`src/rtl/lot_monitor.sv`:
```
// lot_monitor: parking-lot occupancy tracker.
// Each gate lane watches an outer (a) and an inner (b) sensor. A lane
// recognises a complete car traversal in either direction and emits a
// one-cycle enter/exit pulse. A shared saturating counter nets all lane
// pulses each cycle. A sticky error flag records any overflow or underflow.
module lot_monitor #(
  parameter int LANES    = 2,
  parameter int CAPACITY = 16
) (
  input  logic                               clk,
  input  logic                               reset,
  input  logic [2*LANES-1:0]                 ab,
  output logic [LANES-1:0]                   enter,
  output logic [LANES-1:0]                   exit,
  output logic [$clog2(CAPACITY+1)-1:0]      count,
  output logic                               full,
  output logic                               empty,
  output logic                               err
);

  localparam int CW = $clog2(CAPACITY + 1);
  // Signed working width: holds count plus or minus up to 8 pulses with headroom.
  localparam int SW = CW + 5;
  localparam logic signed [SW-1:0] CAP_S = SW'(CAPACITY);

  typedef enum logic [3:0] {
    IDLE, IN1, IN2, IN3, OUT1, OUT2, OUT3, PED1, PED2
  } lane_state_e;

  // Lane transition rule. The pair is {a, b}, and 00 always means the gate is clear.
  function automatic lane_state_e next_state(lane_state_e s, logic [1:0] p);
    lane_state_e ns;
    ns = IDLE;
    if (p != 2'b00) begin
      unique case (s)
        IDLE:       ns = (p == 2'b10) ? IN1  : (p == 2'b01) ? OUT1 : PED1;
        IN1:        ns = (p == 2'b10) ? IN1  : (p == 2'b01) ? OUT1 : IN2;
        IN2, IN3:   ns = (p == 2'b10) ? IN1  : (p == 2'b11) ? IN2  : IN3;
        OUT1:       ns = (p == 2'b01) ? OUT1 : (p == 2'b10) ? IN1  : OUT2;
        OUT2, OUT3: ns = (p == 2'b01) ? OUT1 : (p == 2'b11) ? OUT2 : OUT3;
        PED1, PED2: ns = (p == 2'b11) ? PED1 : PED2;
        default:    ns = IDLE;
      endcase
    end
    return ns;
  endfunction

  lane_state_e     state_q [LANES];
  logic [LANES-1:0] enter_q;
  logic [LANES-1:0] exit_q;

  // Per-lane traversal FSMs with registered enter/exit pulses.
  always_ff @(posedge clk) begin
    // NOTE: non-blocking assignments so every lane decision uses pre-edge state.
    if (reset) begin
      for (int i = 0; i < LANES; i++) state_q[i] <= IDLE;
      enter_q <= '0;
      exit_q  <= '0;
    end else begin
      for (int i = 0; i < LANES; i++) begin
        // The car has fully passed once the inner sensor clears from IN3.
        // The same applies to the outer sensor from OUT3.
        enter_q[i] <= (state_q[i] == IN3)  &&
                      (ab[2*i +: 2] == 2'b00 || ab[2*i +: 2] == 2'b10);
        exit_q[i]  <= (state_q[i] == OUT3) &&
                      (ab[2*i +: 2] == 2'b00 || ab[2*i +: 2] == 2'b01);
        state_q[i] <= next_state(state_q[i], ab[2*i +: 2]);
      end
    end
  end

  logic [CW-1:0]        count_q, count_d;
  logic                 err_q, err_d;
  logic [3:0]           e_cnt, x_cnt;
  logic signed [SW-1:0] sum;

  // Net all registered pulses, then clamp to 0..CAPACITY and flag any overflow or underflow.
  always_comb begin
    // NOTE: every variable gets a default first so no path infers a latch.
    e_cnt   = '0;
    x_cnt   = '0;
    count_d = count_q;
    err_d   = err_q;
    for (int i = 0; i < LANES; i++) begin
      e_cnt = e_cnt + 4'(enter_q[i]);
      x_cnt = x_cnt + 4'(exit_q[i]);
    end
    sum = SW'(count_q) + SW'(e_cnt) - SW'(x_cnt);
    if (sum[SW-1]) begin
      count_d = '0;
      err_d   = 1'b1;
    end else if (sum > CAP_S) begin
      count_d = CW'(CAPACITY);
      err_d   = 1'b1;
    end else begin
      count_d = sum[CW-1:0];
    end
  end

  // Occupancy and sticky error registers.
  always_ff @(posedge clk) begin
    if (reset) begin
      count_q <= '0;
      err_q   <= 1'b0;
    end else begin
      count_q <= count_d;
      err_q   <= err_d;
    end
  end

  assign enter = enter_q;
  assign exit  = exit_q;
  assign count = count_q;
  assign err   = err_q;
  assign full  = (count_q == CW'(CAPACITY));
  assign empty = (count_q == '0);

endmodule
```
`config.mk`:
```
export PLATFORM = sky130hd
export DESIGN_NAME = lot_monitor
export DESIGN_NICKNAME = d
export VERILOG_FILES = /design/src/rtl/lot_monitor.sv
export SDC_FILE = /design/constraint.sdc
export NUM_CORES = 1
export LEC_CHECK = 0
export ABC_AREA = 0
export CAP_MARGIN = 20
export CORE_UTILIZATION = 40
export CTS_CLUSTER_SIZE = 25
export DETAILED_ROUTE_END_ITERATION = 10
export PLACE_DENSITY = 0.62
export SYNTH_ARGS = -nofsm -noshare
export SYNTH_HDL_FRONTEND = slang
export SYNTH_SLANG_ARGS = --single-unit
```
`constraint.sdc`:
```
create_clock -name clk -period 3.18 [get_ports clk]
set_input_delay 0.477 -clock clk [delete_from_list [all_inputs] [get_ports clk]]
set_output_delay 0.477 -clock clk [all_outputs]
set_load 0.01 [all_outputs]
```
# == Yosys cells after proc, flatten, opt, wreduce, memory -nomap -nowiden ==
# Memory sizes are Yosys's and may differ from the RTL's.
# Cells that the tools add are included.
# word_totals
mem_bits_rw,8
rom_bits,0
latchBits,0
n_memories,1
regBits,10
out_inout_bits,12
# memory_table
name,depth,width,read_ports,rd_clocked_by_memory_dff,write_ports,line,source
state_q,2,4,2,0,2,48,lane_state_e state_q [LANES];
# op_classes
shifts,0
n_mul,0
div_mod_pow,0
mux,36
n_reduce_logical,24
n_eq_ne,23
n_addsub,4
n_bitwise,2
magnitude_cmp,1
# ops
op,n
case mux 4 bit (6 select lines),2
== test 4 x 3 -> 1 bit (second input constant),8
2-to-1 mux 4 bit,8
2-to-1 mux 3 bit,10
== test 4 x 2 -> 1 bit (second input constant),4
2-to-1 mux 2 bit,8
OR reduction 2 bit,7
== test 2 bit (second input constant),4
== test 4 x 1 -> 1 bit (second input constant),2
== test 4 bit (second input constant),2
logical NOT 4 bit,2
greater-than comparator 7 x 6 -> 1 bit (second input constant),1
2-to-1 mux 1 bit,7
subtractor 6 x 2 -> 7 bit,1
adder 5 x 2 -> 6 bit,1
nonzero test 2 bit,3
== test 5 bit (second input constant),1
logical NOT 5 bit,1
2-to-1 mux 5 bit,1
adder 1 x 1 -> 2 bit,2
== test 2 x 1 -> 1 bit (second input constant),2
logical AND 1 bit,4
logical NOT 2 bit,2
logical OR 1 bit,4
other kinds (2),3

# == Longest topological paths before layout ==
# logic_depth
ltp_word,7
mapped_depth,12

# == Worst setup path before layout ==
# Ideal clock, no wire load.
# synth_path
kind,flip-flop to flip-flop
start,"reg exit_q[0], in the netlist exit[0]"
end,"reg count_q[2], in the netlist count[2]"
t_arrival_ns,2.536
setup_slack_ns,0.512
stages_incl_launch_ff,10
path_cell_list,dfxtp_1 inv_1 fa_1 fa_1 ha_1 inv_1 fa_1 nor4b_2 o311ai_2 nor3b_1
# synth_between
elab_chain_cells,4
# synth_lines
item,line,source
"start, declared",50,logic [LANES-1:0] exit_q;
"start signal, assigned by index",65,exit_q[i] <= (state_q[i] == OUT3) &&
adder 1 x 1 -> 2 bit (*),86,x_cnt = x_cnt + 4'(exit_q[i]);
subtractor 6 x 2 -> 7 bit (*),88,sum = SW'(count_q) + SW'(e_cnt) - SW'(x_cnt);
greater-than comparator 7 x 6 -> 1 bit,92,end else if (sum > CAP_S) begin
OR reduction 3 bit (no source line),n/a,
"end signal, assigned",106,count_q <= count_d;
"end, declared",72,"logic [CW-1:0] count_q, count_d;"
# Every way passes the cells marked *; elsewhere a longest branch is shown, timed or not.
# A chain may end at the register's enable or synchronous reset.

# == Worst setup path after layout ==
# Ends and elaborated chain as after synthesis.

==> impl_results.rst <==
.. list-table::
   :header-rows: 1

   * - Metric
     - Value
   * - Power density over cell area
     - 477 nW/µm²
   * - Worst reg2reg startpoint
     - exit[0]$_SDFF_PP0_
   * - Number of hold violations in the final report
     - 0
   * - Class of the worst hold path
     - reg2reg
   * - Required time reported for the critical path endpoint
     - 3400 ps
   * - Cell with the largest stage delay on the worst path
     - fa_1
   * - Most frequently used flop master after synthesis
     - dfxtp_1
   * - Endpoint type of the worst setup path
     - register
   * - Core Footprint
     - 3360 µm²
   * - TritonCTS sink count
     - 18
   * - Final Slew Violations
     - 0
   * - Chain of cells forming the critical path
     - inv_1 -> fa_1 -> inv_1 -> ha_1 -> inv_1 -> ha_1 -> inv_1 -> fa_1 -> xor2_1 -> nor4b_2 -> o311ai_2 -> nor3b_1
   * - Bufs on Longest Clock Path
     - 2
   * - Via density per instance
     - 5.28
   * - Critical path launch point type
     - register
   * - Number of buffers inserted by hold repair at cts
     - 0
   * - Number of warnings reported in the yosys synthesis log
     - 0
   * - Worst Hold Endpoint
     - enter[1]$_SDFF_PP0_
   * - Depth of the worst register-to-register path
     - 12
   * - Dpl hpwl
     - 2.33 mm
   * - Finished Layout Cells
     - 229
   * - Status
     - finished clean
   * - Portion of synthesized cell area occupied by the leading cell type
     - 0.255
   * - Number of diodes
     - 0
   * - Leakage power
     - 0.668 nW
   * - Routed wire per std cell
     - 12.4 µm
   * - Total of endpoints with negative setup slack in the final report
     - 0
   * - Cell depth of the worst hold path
     - 1
   * - Crit Path Max Fanout
     - 4
   * - R2R setup slack
     - 410 ps
   * - Total global routing track utilization
     - 0.166
   * - Nets@finish
     - 211
   * - Global-route wire length before repair
     - 4.75 mm
   * - CTS tree
     - yes
   * - DRC violation total after the first TritonRoute iteration
     - 83
   * - Post-route DRC violation count
     - 0
   * - IO buf count
     - 17
   * - Wirelength, routed
     - 2.84 mm
   * - DR pass1 iterations
     - 4
   * - Worst hold start
     - state_q[0][6]$_SDFF_PP0_
   * - Vias
     - 1210
   * - TritonCTS Buffers
     - 3
   * - Clock-pin slew on the worst setup and hold paths
     - 110 ps
   * - Cell Rows
     - 21
   * - Clock insertion delay at the later pin of the skew report
     - 290 ps
   * - FFs w/ async S/R, synth
     - 0
   * - Antenna violations before repair
     - 0
   * - Most area-consuming cells after synthesis
     - dfxtp_1 25%, ha_1 16%, nor2_1 5.8%
   * - Cell repeated most along the worst path
     - inv_1
   * - RSZ-0062 raised after global routing
     - false
   * - Max capacitance violation total
     - 0
   * - Sequential cell area
     - 360 µm²
   * - Die Span Y
     - 61.5 µm
   * - Remaining antenna violation count
     - 0
   * - Post-synth design cell area
     - 1420 µm²
   * - Effective utilization at floorplan
     - 0.421
   * - Cell accounting for the most synthesized area
     - dfxtp_1
   * - Worst IR drop on VDD
     - 0.142 mV
   * - Library cells used by synthesis
     - 49
   * - Delay contributed by the slowest stage of the critical path
     - 390 ps
   * - Terminus of the critical flop-to-flop path
     - count[2]$_SDFF_PP0_
   * - Slew @ Worst Pin
     - 435 ps
   * - Net count after synthesis
     - 194
   * - Number of cells produced by synthesis
     - 167
   * - Die Outline Area
     - 3780 µm²
   * - Kind of cell with the highest combined delay on the critical path
     - adder cells
   * - Proportion of layout cells with a drive suffix above 1
     - 0.0656
   * - Arrival time of the worst setup path
     - 2990 ps
   * - Mean Syn Cell Area
     - 8.47 µm²
   * - Total Neg Setup Slack
     - 0 ps
   * - Leftover overflow at the end of global routing
     - 0
   * - Largest net degree at the start of global routing
     - 12
   * - Category of the most critical setup path
     - reg2reg
   * - # resized after CTS
     - 0
   * - EDFF count, synth
     - 0
   * - Fill cell total of the finished layout
     - 358
   * - Area used by multi-input combinational logic
     - 950 µm²
   * - Sequential cell area fraction in the yosys report
     - 0.255
   * - Post-route minimum period
     - 2770 ps
   * - H-tree depth
     - 1
   * - Area delta synth->final
     - 16.5%
   * - Post-route clock period utilization
     - 0.871
   * - Routability congestion estimate from global placement
     - 0.860
   * - Clk root buf
     - clkbuf_4
   * - Relative slew slack
     - 0.706
   * - Yosys reg bits
     - 18
   * - Postcts setup bufs
     - 0
   * - Number of buffer and inverter stages on the critical path
     - 4
   * - Overall die width
     - 61.5 µm
   * - Via count of the first global-routing pass
     - 1115
   * - Ports placed on the boundary
     - 18
   * - Top achievable clock speed
     - 361 MHz
   * - Clock tree skew after final layout
     - 4.34 ps
   * - Number of placed instances with taps included
     - 225
==> synth_stat cells (all sizes together), types with 2 or more instances <==
library cell,instances
a21oi,7
a31oi,2
buf,2
clkbuf,3
dfxtp,18
fa,3
ha,18
inv,20
mux2i,2
nand2,8
nand2b,5
nand3b,2
nor2,22
nor2b,5
nor3,6
nor3b,3
nor4,2
nor4b,4
o21ai,6
o311ai,2
or3,2
xor2,2
==> sequential cells by signal, indices dropped and copies added (netlist names) <==
register  count
exit          2
enter         2
count         5
state_q       8
err           1
==> cells by family after synthesis <==
logic type	synth area share
compound gates	0.186
xor+xnor	0.0186
fa+ha+maj	0.202
buf+inv	0.0743
flops	0.255
mux	0.0141
simple gates	0.251
==> worst max-delay path by stage <==
stage,from,to,slack (ps),cells past startpoint
finish,exit[0]$_SDFF_PP0_,count[2]$_SDFF_PP0_,410,12
global route,exit[0]$_SDFF_PP0_,count[2]$_SDFF_PP0_,180,12
CTS,exit[0]$_SDFF_PP0_,count[2]$_SDFF_PP0_,390,12
detailed placement,exit[0]$_SDFF_PP0_,count[2]$_SDFF_PP0_,420,12
global placement,exit[0]$_SDFF_PP0_,count[3]$_SDFF_PP0_,510,9
floorplan,exit[0]$_SDFF_PP0_,count[2]$_SDFF_PP0_,510,9
==> through the flow <==
stage | hold WS, ps | setup slack, ps | utilization | area (µm²) | power, mW
final | 585 | 410 | 0.490 | 1650 | 0.786
after global routing | 624 | 176 | 0.490 | 1650 | 0.850
after CTS | 597 | 390 | 0.490 | 1650 | 0.793
after detailed placement | 584 | 415 | 0.480 | 1610 | 0.651
after global placement | 590 | 512 | 0.480 | 1610 | 0.641
after floorplan | 484 | 512 | - | 1420 | 0.540
==> placed cells by master, fill, tap and decap left out, types with 5 or more instances in the layout <==
cell type / n
nand2_1: 8
nor2_1: 22
nor3_1: 6
dfxtp_1: 18
nor2b_1: 5
nand2b_1: 5
clkdlybuf4s50_1: 17
o21ai_0: 6
a21oi_1: 7
inv_1: 20
ha_1: 18
==> layout make-up <==
type	count	share of cell area
clock buffers	4	0.0220
inverters	20	0.0455
multi-input cells	124	0.576
flip-flops and latches	18	0.219
well taps	46	0.0349
repair buffers	17	0.103
==> worst reg2reg max path: stages (launching register included) <==
cell	delay (ps)
dfxtp_1	350
inv_1	60
fa_1	380
inv_1	60
ha_1	210
inv_1	60
ha_1	190
inv_1	70
fa_1	390
xor2_1	200
nor4b_2	320
o311ai_2	200
nor3b_1	220
==> report_power, final <==
part	switching (mW)	total, mW	internal [mW]
combinational	0.173	0.357	0.183
sequential	0.0391	0.290	0.251
clock	0.0700	0.140	0.0696
==> routing by layer <==
metal | global-route usage | vias up | share of wire
li1 | - | 621 | -
met1 | 0.207 | 568 | 0.44
met2 | 0.300 | 19 | 0.52
met3 | 0.0189 | 2 | 0.033
met4 | 0.0476 | 0 | 0.0053
met5 | 0 | - | 0
Note: power is estimated with default switching activity, not from simulation.
==> RTL edit 1 (same settings) <==
The parameter `LANES` goes from 2 to 4.
--- a/src/rtl/lot_monitor.sv
+++ b/src/rtl/lot_monitor.sv
@@ -5,5 +5,5 @@
 // pulses each cycle. A sticky error flag records any overflow or underflow.
 module lot_monitor #(
-  parameter int LANES    = 2,
+  parameter int LANES    = 4,
   parameter int CAPACITY = 16
 ) (
Ports: changed (resized ab, enter and exit); port bits go from 18 to 26. No check against the original RTL was run, so the function may have changed too.
==> RTL edit 1 against the original RTL <==
Power is 110% higher; combinational power is 150% higher; highest routed layer unchanged; sequential cell count is 12 higher; count of clock-buffer cells in the layout is 3 higher; routed wire length is 53% higher; synthesized area is 61% higher; worst setup slack worse by 0.43 ns; via count is 60% higher; cell area is 67% higher; the flow now finishes with violations (negative setup slack).
==> RTL edit 1: results (changes against the original RTL) <==
Finish:
- The number of nets in the finished design was 345 (+64%).
- The flip-flop count of the largest register after layout is 16 (+8).
- The share of layout cells above drive strength 1 is 0.1107 (+0.04516).
- The total of fill cells in the finished design is 539 (+51%).

Logic synthesis:
- The commonest cells after synthesis are inv_1, ha_1, dfxtp_1, a21oi_1, nor2_1.
- The synthesized net count is 317 (+63%).
- Yosys attributes the largest share of cell area to dfxtp_1, ha_1, inv_1, fa_1, a21oi_1.
- The post-synthesis cell type count is 46 (-6.1%).
- The share of synthesized area occupied by flip-flops and latches is 0.2633 (+0.008660).

Place:
- The post-place setup slack is -0.1016 ns (-0.5171 ns).
- The count of input and output buffers is 25 (+8).
- The placed wire-length estimate was 3431 um (+47%).
- The post-placement cell area is 2621 sq um (+63%).
- The weighted congestion reported at the end of routability-driven placement is 0.8430 (-2.0%).

GRT:
- The number of global-route vias before repair came to 1,811 (+62%).
- The first-pass GRT wire length was 7728 um (+63%).
- The pin count of the biggest net entering global routing is 14 (+2).

Clocking:
- The clock root buffer master is clkbuf_8.
- The clock-pin slew on the worst setup and hold paths is 0.06 ns (-0.05 ns).
- The clock reaches the later pin of the worst-skew pair after 0.28 ns.
- The clock buffer count from CTS is 5 (+2).

Route:
- The detailed-route via count came to 1,935 (+60%).
- The number of DRC violations after detailed routing is 0 (unchanged).
- The number of DRC markers in iteration 0 was 41 (-51%).
- The total wire length after detailed routing is 4334 um (+53%).

STA:
- The final setup violation count was 1 (+1).
- The final setup skew is 0.004733 ns (+0.0003894 ns).
- The post-layout worst setup margin came to -0.02233 ns (-0.4321 ns).
- The slew at the pin with the worst max-slew slack is 0.5594 ns (+0.1247 ns).
- The total negative slack is -0.02233 ns (-0.02233 ns).

Status:
- The checks that failed: negative setup slack.
- The flow ran to the end, but the final reports show violations.

Setup path:
- The arrival time reported for the critical path endpoint is 3.41 ns (+0.42 ns).
- The maximum cell stage delay along the critical path is 0.57 ns (+0.18 ns).

Power and ir drop:
- The worst supply voltage drop on vdd came to 0.0003995 V (+180%).
- The static leakage power was 1.108 nW (+66%).
[RTL edit 1: cell count changes in the layout (fill, tap and decap cells not counted), moves of 5 or more]
cell	delta
and3b_1	+5
clkbuf_8	+5
buf_4	+8
o21ai_0	+5
inv_1	+15
dfxtp_1	+8
nor3_1	+7
ha_1	+12
a21oi_1	+11
clkdlybuf4s50_1	+8
a211oi_1	+5
[RTL edit 1: worst register-to-register path, stage by stage (launching register included)]
cell and delay [ns]:
dfxtp_2 0.33, inv_2 0.04, fa_1 0.57, fa_2 0.46, fa_2 0.37, ha_4 0.18
fa_2 0.37, a211oi_2 0.22, xor2_1 0.13, a211o_1 0.30, nor3b_2 0.18
[RTL edit 1: metrics by stage]
stage	cells	hold slack (ns)
floorplan	269	0.5445
global placement	361	0.5217
detailed placement	361	0.5298
CTS	369	0.5477
global route	370	0.5856
finish	370	0.5418
[RTL edit 1: cell families after synthesis]
group,after synthesis,share of synthesized area
mux,6,0.02743
buf+inv,50,0.08996
compound gates,57,0.1596
xor+xnor,6,0.02304
fa+ha+maj,38,0.2315
simple gates,82,0.2052
flops,30,0.2633
[RTL edit 1: final timing paths]
kind | from | endpoint | slack, ns | cells past startpoint
min reg2reg | err$_SDFFE_PP0P_ | err$_SDFFE_PP0P_ | 0.54 | 2
max | exit[1]$_SDFF_PP0_ | count[3]$_SDFF_PP0_ | -0.02 | 10
max reg2reg | exit[1]$_SDFF_PP0_ | count[3]$_SDFF_PP0_ | -0.02 | 10
min | err$_SDFFE_PP0P_ | err$_SDFFE_PP0P_ | 0.54 | 2
[RTL edit 1: power by group]
group	switching, mW	total (mW)	internal (mW)
logic	0.429	0.879	0.450
registers	0.0644	0.486	0.422
clock network	0.135	0.309	0.174
total	0.628	1.67	1.05
[RTL edit 1: final cells by class]
type,count,area (sq um),share of cell area
Multi-Input combinational cell,189,1513,0.5495
Timing Repair Buffer,33,310.3,0.1127
Inverter,38,142.6,0.05182
Clock buffer,7,86.33,0.03136
Tap cell,72,90.09,0.03273
Sequential cell,30,605.6,0.2200
Clock inverter,1,5.005,0.001818
[RTL edit 1: per-layer routing]
metal	vias to the layer above	part of all wire	track usage
li1	980	-	-
met1	905	0.47	0.2029
met2	43	0.48	0.2628
met3	7	0.033	0.03294
met4	0	0.023	0.07547
met5	-	0	0
[RTL edit 1: repair_timing]
action / CTS / global route
gates resized for setup: 8 / 5
cloned: 0 / 0
buffers inserted: 0 / 1
endpoints found under the setup margin: 6 / 6
pin swaps: 7 / 4
==> RTL edit 2 (same flow settings) <==
Made on the original files. Put one more register stage on the output `count`, with the module's reset. The value now appears one clock later. The other outputs are not delayed to match.
--- a/src/rtl/lot_monitor.sv
+++ b/src/rtl/lot_monitor.sv
@@ -111,5 +111,11 @@
   assign enter = enter_q;
   assign exit  = exit_q;
-  assign count = count_q;
+  always_ff @(posedge clk) begin
+    if (reset) begin
+      count <= '0;
+    end else begin
+      count <= count_q;
+    end
+  end
   assign err   = err_q;
   assign full  = (count_q == CW'(CAPACITY));
Function: changed (Yosys sat finds a counterexample within 10 cycles, from zero or initial values and one cycle with reset high).
==> RTL edit 2 against the original RTL <==
Sequential cell count increased by 5; die area is 2.8% higher; first-iteration DRC count shrank 59%; synthesized area grew 2.9%; worst setup slack gained 0.20 ns; routed wire length shrank 5.1%; largest power group is now sequential cells; cell area increased by 1.4%; power down 6.1%.
==> RTL edit 2: results (changes against the original RTL) <==
Setup path:
- The critical-path maximum fanout is 5 (+1).
- The maximum cell stage delay along the critical path is 0.45 ns (+0.06 ns).
- The launch point of the worst reg-to-reg path is exit[1]$_SDFF_PP0_.
- In this run the critical register-to-register path is captured at count_q[1]$_SDFF_PP0_.
- The number of cells on the worst reg-to-reg path is 10 (-2).
- The arrival time reported for the critical path endpoint is 2.83 ns (-0.16 ns).
- The setup slack of the most critical reg-to-reg path was 0.61 ns (+0.20 ns).

Status:
- The run finished with clean final reports.

Finish:
- The share of layout cells above drive strength 1 came to 0.03933 (-0.02625).
- The total of fill cells in the finished design is 329 (-8.1%).
- The number of nets in the finished design was 206 (-2.4%).

GRT:
- The met3 routing resource usage after global routing is 0.03493 (+0.01602).
- The number of global-route vias before repair is 1,074 (-3.7%).
- The met2 usage in global routing is 0.2431 (-0.05641).
- The met1 demand-to-capacity share in global routing is 0.2052 (-0.001375).
- The first-pass GRT wire length is 4823 um (+1.5%).
- The pin count of the biggest net entering global routing was 15 (+3).
- The global-route usage over all layers is 0.1518 (-0.01426).

Clocking:
- The clock root buffer master is clkbuf_4.

Logic synthesis:
- The share of the synthesized netlist area taken by xor and xnor gates is 0.03007 (+0.01150).
- The adder-cell share of the synthesized area is 0.1959 (-0.005715).
- The share of synthesized area occupied by flip-flops and latches came to 0.3162 (+0.06151).
- The cell area after synthesis is 1456 sq um (+2.9%).
- Counting instances in the post-synthesis netlist gives the leading cell types as dfxtp_1, inv_1, ha_1, nor2_1, a21oi_1.
- Sorting the synthesized cells by area gives the leading types as dfxtp_1, ha_1, inv_1, fa_1, nor2_1.
- The post-synthesis cell type count is 45 (-8.2%).
- The mux cell area share after synthesis is 0.01375 (-0.0004011).
- The synthesized net count came to 191 (-1.5%).
- The post-synthesis compound-gate area fraction is 0.1589 (-0.02674).

Power and ir drop:
- The switching power as a share of total power is 0.3314 (-0.02800).
- The clock network power share came to 0.176 (-0.002).
- The static leakage power is 0.6979 nW (+4.5%).
- The power in sequential cells came to 0.358 mW (+23%).

Route:
- The number of DRC markers in iteration 0 is 34 (-59%).
- The wire length on met3 is 85 um (-8.6%).
- The length of routed wiring on met1 is 1375 um (+9.3%).
- The detailed-route via count is 1,166 (-3.6%).
- The routed length on met2 is 1216 um (-17%).
- The total wire length after detailed routing is 2691 um (-5.1%).

Worst hold path:
- The end of the worst hold path is count[1]$_SDFF_PP0_.
- The hold path depth is 2 (+1).

Place:
- The weighted congestion reported at the end of routability-driven placement is 0.8262 (-4.0%).
- The placed wire-length estimate was 2095 um (-10%).

STA:
- The peak clock frequency supported by timing is 388.9 MHz (+7.7%).
- The final setup skew came to 0.01062 ns (+0.006272 ns).
- The post-route worst hold slack is 0.5056 ns (-0.07963 ns).
- The slew at the pin with the worst max-slew slack is 0.5666 ns (+0.1319 ns).
## RTL edit 2: changes by cell type after synthesis, moves of 2 or more
cell / unedited run / this run
nor2_1: 22 / 16
dfxtp_1: 18 / 23
nand2_1: 8 / 3
buf_2: 0 / 4
a21oi_1: 7 / 10
and4_1: 0 / 3
nor3_1: 6 / 3
a2111oi_0: 0 / 2
nand2b_1: 5 / 3
nand3_1: 0 / 2
nand4b_1: 0 / 2
nor3b_1: 3 / 1
xnor2_1: 1 / 3
## RTL edit 2: area by class of cell
| class | instances | area [sq um] | area share |
|---|---|---|---|
| timing repair buffer | 17 | 170.2 | 0.1017 |
| clock inverter | 1 | 5.005 | 0.002992 |
| tap | 46 | 57.56 | 0.03441 |
| inverter | 20 | 75.07 | 0.04488 |
| multi-input combinational | 114 | 882.1 | 0.5273 |
| clock buffer | 3 | 22.52 | 0.01346 |
| sequential | 23 | 460.4 | 0.2752 |
## RTL edit 2: metrics by stage
| stage | instances | power (mW) | area (sq um) | utilization |
|---|---|---|---|---|
| 2_1_floorplan | 164 | 0.5313 | 1456 | - |
| 3_3_place_gp | 220 | 0.6073 | 1645 | 0.4817 |
| 4_1_cts | 224 | 0.7454 | 1673 | 0.4897 |
| 3_5_place_dp | 220 | 0.6137 | 1645 | 0.4817 |
| 6_report | 224 | 0.7382 | 1673 | 0.4897 |
| 5_1_grt | 224 | 0.8040 | 1673 | 0.4897 |
## RTL edit 2: worst max-delay path, delay by kind of cell, from the launching register on
kind	cells	cell delay (ns)
XOR/XNOR	1	0.23
AO/OA/AOI/OAI	2	0.35
adder cells (fa/ha/maj)	4	1.21
flip-flops	1	0.35
buffers and inverters	2	0.12
AND/OR/NAND/NOR	1	0.24
